<file path="src/rtl/branch_target_buffer_dm.sv">
// Direct-mapped branch target buffer: tag-matched entries with 2-bit saturating direction
// counters, a one-cycle registered lookup port, a resolution update port and a whole-table flush.
module branch_target_buffer_dm #(
    parameter int unsigned ADDR    = 32,
    parameter int unsigned N_ENTRY = 16,
    parameter int unsigned W_IDX   = $clog2(N_ENTRY),
    parameter int unsigned W_OFS   = 0,
    parameter int unsigned W_TAG   = ADDR - W_IDX - W_OFS
) (
    input  logic              clk,
    input  logic              reset,
    input  logic              lk_v_i,
    input  logic [ADDR-1:0]   lk_pc_i,
    output logic              lk_v_o,
    output logic              hit_o,
    output logic              taken_o,
    output logic [ADDR-1:0]   target_o,
    input  logic              upd_v_i,
    input  logic [ADDR-1:0]   upd_pc_i,
    input  logic              upd_taken_i,
    input  logic [ADDR-1:0]   upd_target_i,
    input  logic              flush_i,
    output logic [W_IDX:0]    valid_cnt_o
);

    logic [N_ENTRY-1:0] valid_q, valid_d;
    logic [W_TAG-1:0]   tag_q [N_ENTRY];
    logic [W_TAG-1:0]   tag_d [N_ENTRY];
    logic [ADDR-1:0]    tgt_q [N_ENTRY];
    logic [ADDR-1:0]    tgt_d [N_ENTRY];
    logic [1:0]         cnt_q [N_ENTRY];
    logic [1:0]         cnt_d [N_ENTRY];
    logic [W_IDX:0]     valid_cnt_q, valid_cnt_d;

    logic               lk_v_q, lk_v_d;
    logic               hit_q, hit_d;
    logic               taken_q, taken_d;
    logic [ADDR-1:0]    target_q, target_d;

    logic [W_IDX-1:0]   lk_idx, upd_idx;
    logic [W_TAG-1:0]   lk_tag, upd_tag;
    logic               lk_hit, upd_hit;

    function automatic logic [1:0] sat_inc(input logic [1:0] c);
        return (c == 2'b11) ? c : c + 2'd1;
    endfunction

    function automatic logic [1:0] sat_dec(input logic [1:0] c);
        return (c == 2'b00) ? c : c - 2'd1;
    endfunction

    assign lk_idx  = lk_pc_i[W_OFS +: W_IDX];
    assign lk_tag  = lk_pc_i[W_OFS + W_IDX +: W_TAG];
    assign upd_idx = upd_pc_i[W_OFS +: W_IDX];
    assign upd_tag = upd_pc_i[W_OFS + W_IDX +: W_TAG];

    // Qualify with the valid strobes first so undriven PCs never reach state.
    assign lk_hit  = lk_v_i && valid_q[lk_idx] && (tag_q[lk_idx] == lk_tag);
    assign upd_hit = upd_v_i && valid_q[upd_idx] && (tag_q[upd_idx] == upd_tag);

    // Lookup reads the pre-update table: no bypass from the update port.
    always_comb begin
        lk_v_d   = lk_v_i;
        hit_d    = lk_hit;
        taken_d  = lk_hit && cnt_q[lk_idx][1];
        target_d = lk_hit ? tgt_q[lk_idx] : '0;
    end

    always_comb begin
        valid_d = valid_q;
        tag_d   = tag_q;
        tgt_d   = tgt_q;
        cnt_d   = cnt_q;
        if (flush_i) begin
            valid_d = '0;
        end else if (upd_v_i) begin
            if (upd_hit) begin
                if (upd_taken_i) begin
                    cnt_d[upd_idx] = sat_inc(cnt_q[upd_idx]);
                    tgt_d[upd_idx] = upd_target_i;
                end else begin
                    cnt_d[upd_idx] = sat_dec(cnt_q[upd_idx]);
                end
            end else if (upd_taken_i) begin
                // Conflict eviction: the new branch replaces any occupant.
                valid_d[upd_idx] = 1'b1;
                tag_d[upd_idx]   = upd_tag;
                tgt_d[upd_idx]   = upd_target_i;
                cnt_d[upd_idx]   = 2'b10;
            end
        end
    end

    always_comb begin
        valid_cnt_d = '0;
        for (int unsigned i = 0; i < N_ENTRY; i++) begin
            valid_cnt_d = valid_cnt_d + (W_IDX + 1)'(valid_d[i]);
        end
    end

    always_ff @(posedge clk or negedge reset) begin
        if (!reset) begin
            valid_q     <= '0;
            valid_cnt_q <= '0;
            for (int unsigned i = 0; i < N_ENTRY; i++) begin
                tag_q[i] <= '0;
                tgt_q[i] <= '0;
                cnt_q[i] <= 2'b01;
            end
        end else begin
            valid_q     <= valid_d;
            valid_cnt_q <= valid_cnt_d;
            tag_q       <= tag_d;
            tgt_q       <= tgt_d;
            cnt_q       <= cnt_d;
        end
    end

    always_ff @(posedge clk or negedge reset) begin
        if (!reset) begin
            lk_v_q   <= 1'b0;
            hit_q    <= 1'b0;
            taken_q  <= 1'b0;
            target_q <= '0;
        end else begin
            lk_v_q   <= lk_v_d;
            hit_q    <= hit_d;
            taken_q  <= taken_d;
            target_q <= target_d;
        end
    end

    assign lk_v_o      = lk_v_q;
    assign hit_o       = hit_q;
    assign taken_o     = taken_q;
    assign target_o    = target_q;
    assign valid_cnt_o = valid_cnt_q;

endmodule

</file>
<file path="config.mk">
export PLATFORM = sky130hd
export DESIGN_NAME = branch_target_buffer_dm
export DESIGN_NICKNAME = d
export VERILOG_FILES = /design/src/rtl/branch_target_buffer_dm.sv
export SDC_FILE = /design/constraint.sdc
export NUM_CORES = 2
export LEC_CHECK = 0
export ABC_AREA = 1
export CAP_MARGIN = 20
export CORE_MARGIN = 2
export CORE_UTILIZATION = 65
export CTS_BUF_LIST = sky130_fd_sc_hd__clkbuf_8
export CTS_CLUSTER_SIZE = 30
export DETAILED_ROUTE_END_ITERATION = 7
export PLACE_DENSITY = 0.83
export SKIP_CTS_REPAIR_TIMING = 1
export SYNTH_ARGS = -nofsm -noshare
export SYNTH_HDL_FRONTEND = slang
export SYNTH_SLANG_ARGS = --single-unit
</file>
<file path="constraint.sdc">
create_clock -name clk -period 9.5 [get_ports clk]
set_clock_uncertainty 0.15 [all_clocks]
set_input_delay 2.375 -clock clk [delete_from_list [all_inputs] [get_ports clk]]
set_output_delay 2.375 -clock clk [all_outputs]
set_load 0.01 [all_outputs]
</file>
==> flow_summary.json <==
{
  "grt_pass1_wl_um": 269000,
  "grt_overflow": 0,
  "port_buffers": 141,
  "max_cap_violations": 0,
  "synth_top_family_by_area": "simple AND/OR/NAND/NOR gates",
  "endpoint_kind": "flip-flop",
  "final_layout_size_suffix_gt1_share_pct": 6.10,
  "die_w_um": 289,
  "grt_pass1_vias": 48300,
  "layout_common_cells": "nand2_1 (2,599), o21ai_0 (1,155), dfrtp_1 (1,032)",
  "synthArstFlopShare_pct": 100,
  "reg2reg_to": "valid_cnt_o[4]",
  "power.total_uw": 11100,
  "drcViolationCount": 5,
  "power_frac_seq_pct": 48.5,
  "hold_end": "cnt_q[20]",
  "synth.area.mux_share_pct": 0,
  "avgSynthCellArea_um2": 7.51,
  "grt_max_degree": 172,
  "layout_setup_ws_ns": 1.37,
  "final_core_util_pct": 71.7,
  "grtUsageTotal_pct": 41.6,
  "drtIter0Drc": 7323,
  "drtPass1Iterations": 8,
  "dieArea_um2": 83300,
  "reg2reg_depth": 27,
  "hold_viol_final": 0,
  "layout_commonest_cell": "nand2_1",
  "clkLatencyLatePin_ns": 0.87,
  "viasPerCell": 6.30,
  "worst_ep_required_time_ns": 10.09,
  "routed_wl_um": 173000,
  "violations": "DRC",
  "p_int_uw": 7740,
  "power.switching_uw": 3370,
  "cts_buffers": 167,
  "vias": 50800,
  "r2r_slack_ns": 3.61,
  "clock_power_share_pct": 36.2,
  "slew_headroom_pct": 11.7,
  "dp_hpwl_um": 97800,
  "row_count": 104,
  "clock_sinks": 1048,
  "setup_viol": 0,
  "nNetsFinal": 6982,
  "ys_seq_area_share_pct": 49.9,
  "slew_viol_final": 0,
  "peakVddDrop_uv": 163,
  "syn_inst": 7009,
  "synth.distinct_cells": 44,
  "cts.path.max_buffers": 3,
  "synthFlopType": "dfrtp_1",
  "max_stage_delay_ns": 0.73,
  "sw_frac_of_total_pct": 30.4,
  "r2r_start": "tag_q[235]",
  "status": "finished with violations",
  "core-area_um2": 80400,
  "rsz0062_at_grt": "no",
  "pwr-share-comb_pct": 15.3,
  "synth_top_area_share_pct": 49.1,
  "syn_area_um2": 52600,
  "synth_warnings": 0,
  "cp-start-kind": "primary input",
  "synth_fp_nets": 7126,
  "synth_xor_area_share_pct": 0.166,
  "h-tree-depth": 4,
  "synth_edf_count": 0,
  "crit_fanout": 18,
  "hp-class": "flip-flop to flip-flop",
  "crit_top_cell": "nand2_1",
  "max_freq_mhz": 123,
  "hold_path_depth": 2,
  "finalSetupTns_ns": 0,
  "antenna_found_initial": 5,
  "worstSetupPathType": "primary input to flip-flop",
  "fin_crit_ns": 8.13,
  "period_share_pct": 85.6,
  "critPathSlowestCell": "clkdlybuf4s50_1",
  "synth_top_area_cell": "dfrtp_1",
  "ys_top_cells_by_area": "dfrtp_1 (49%), nand2_1 (19%), o21ai_0 (11%), nor2_1 (3.4%), clkbuf_1 (3.0%)",
  "die-height_um": 289,
  "ant_nets": 0,
  "routedWlPerCell_um": 21.4,
  "crit_buf_inv": 6,
  "min_from": "cnt_q[20]",
  "fillers": 6346,
  "cp.arrival_ns": 8.72,
  "crit_family": "adder cells",
  "initial_utilization_pct": 65.5,
  "power.density_nw_per_um2": 193,
  "design_area_um2": 57700,
  "root_buffer": "clkbuf_8",
  "place_congestion": 1.00,
  "synth-compound-area-share_pct": 19.4,
  "top_level_ports": 142,
  "synthAdderAreaFrac_pct": 0.499,
  "p_leak_uw": 0.0276,
  "placed_area_um2": 54200,
  "cts_tree": "built",
  "tightestPinTransition_ns": 1.31,
  "syn2layout_area_growth_pct": 9.60,
  "dp_worst_setup_slack_ns": 0.628,
  "synth_simple_gate_area_share_pct": 24.1,
  "cts.clk_slew.worst_paths_ns": 0.06,
  "ys_ff_latch": 1048
}
==> worst max path at each step <==
| stage | start | end | slack [ns] | cells after the start |
|---|---|---|---|---|
| floorplan | upd_pc_i[0] | valid_cnt_o[2] | 1.79 | 31 |
| global placement | upd_pc_i[3] | valid_cnt_o[2] | 0.75 | 27 |
| detailed placement | upd_pc_i[3] | valid_cnt_o[4] | 0.63 | 26 |
| CTS | upd_pc_i[3] | valid_cnt_o[4] | 1.52 | 26 |
| global route | upd_pc_i[3] | valid_cnt_o[4] | 1.12 | 28 |
| finish | upd_pc_i[3] | valid_cnt_o[4] | 1.37 | 26 |
==> per-layer routing <==
layer	vias to the layer above	global-route usage [%]	share of wire [%]
met5	-	0	0
met4	0	26.5	6.5
met3	702	9.69	13
met1	23900	54.5	37
met2	3497	62.8	44
li1	22700	-	-
==> area by class of cell <==
type                       count  area [um2]  area share [%]
inverter                     204         788            1.37
tap                         1060        1330            2.30
clock buffer                 225        3100            5.37
multi-input combinational   5201       23400            40.6
clock inverter                76         418           0.724
timing repair buffer         243        2380            4.12
sequential                  1048       26200            45.5
antenna                        4        10.0          0.0173
==> cells in the mapped netlist, types with 21 or more instances <==
library cell	n
o221ai_1	28
nand2_1	2617
buf_1	21
o22ai_1	25
o32ai_1	26
buf_4	32
a221oi_1	71
o21ai_0	1155
nand3_1	189
o211ai_1	74
inv_1	195
dfrtp_1	1032
nor2_1	474
buf_2	86
a21oi_1	260
a22o_1	25
clkbuf_1	414
o21ai_1	168
==> flip-flops by register name (all words and copies together) (netlist names) <==
name         flops
tgt_q          512
tag_q          448
cnt_q           32
target_o        32
valid_q         16
valid_cnt_o      5
hit_o            1
lk_v_o           1
taken_o          1
==> through the flow <==
stage,hold slack (ns),std cells
detailed placement,0.303,7755
floorplan,0.293,7009
finish,0.317,8061
global placement,0.301,7755
global route,0.323,8061
CTS,0.315,8056
==> power groups by stage <==
stage                     Sequential [uW]  Combinational [uW]  Clock [uW]
final                                5390                1700        4030
after global routing                 5440                1910        4250
after CTS                            5370                1660        4040
after detailed placement             5440                1650           0
after global placement               5420                1590           0
after floorplan                      5350                1130           0
==> worst register-to-register path: stages, from the launching register on <==
cell      delay, ns
dfrtp_1        0.45
nand2_1        0.11
nand2_1        0.06
nand2_1        0.05
nand2_1        0.10
nand2_1        0.07
nand2_1        0.06
nor2_1         0.37
nor2_1         0.08
nor2_1         0.18
nand2_1        0.07
nor2_1         0.12
nand2_1        0.06
nor2_1         0.17
nand2_2        0.31
buf_4          0.29
nand3_2        0.06
nand2_1        0.10
fa_1           0.52
fa_1           0.52
inv_1          0.06
fa_1           0.47
fa_1           0.49
inv_1          0.05
ha_1           0.21
fa_1           0.46
nand2_1        0.09
a21boi_0       0.09
==> cell families (layout without fill, tap and decap cells) <==
family | after synthesis | after routing
AOI/OAI and AO/OA | 1870 | 1870
xor gates and xnor gates | 10 | 10
adders and majority gates | 15 | 15
buffers and inverters | 760 | 748
DFF | 1048 | 1048
other | 0 | 4
and+or+nand+nor | 3306 | 3306
Power figures use the tool's default switching activity.
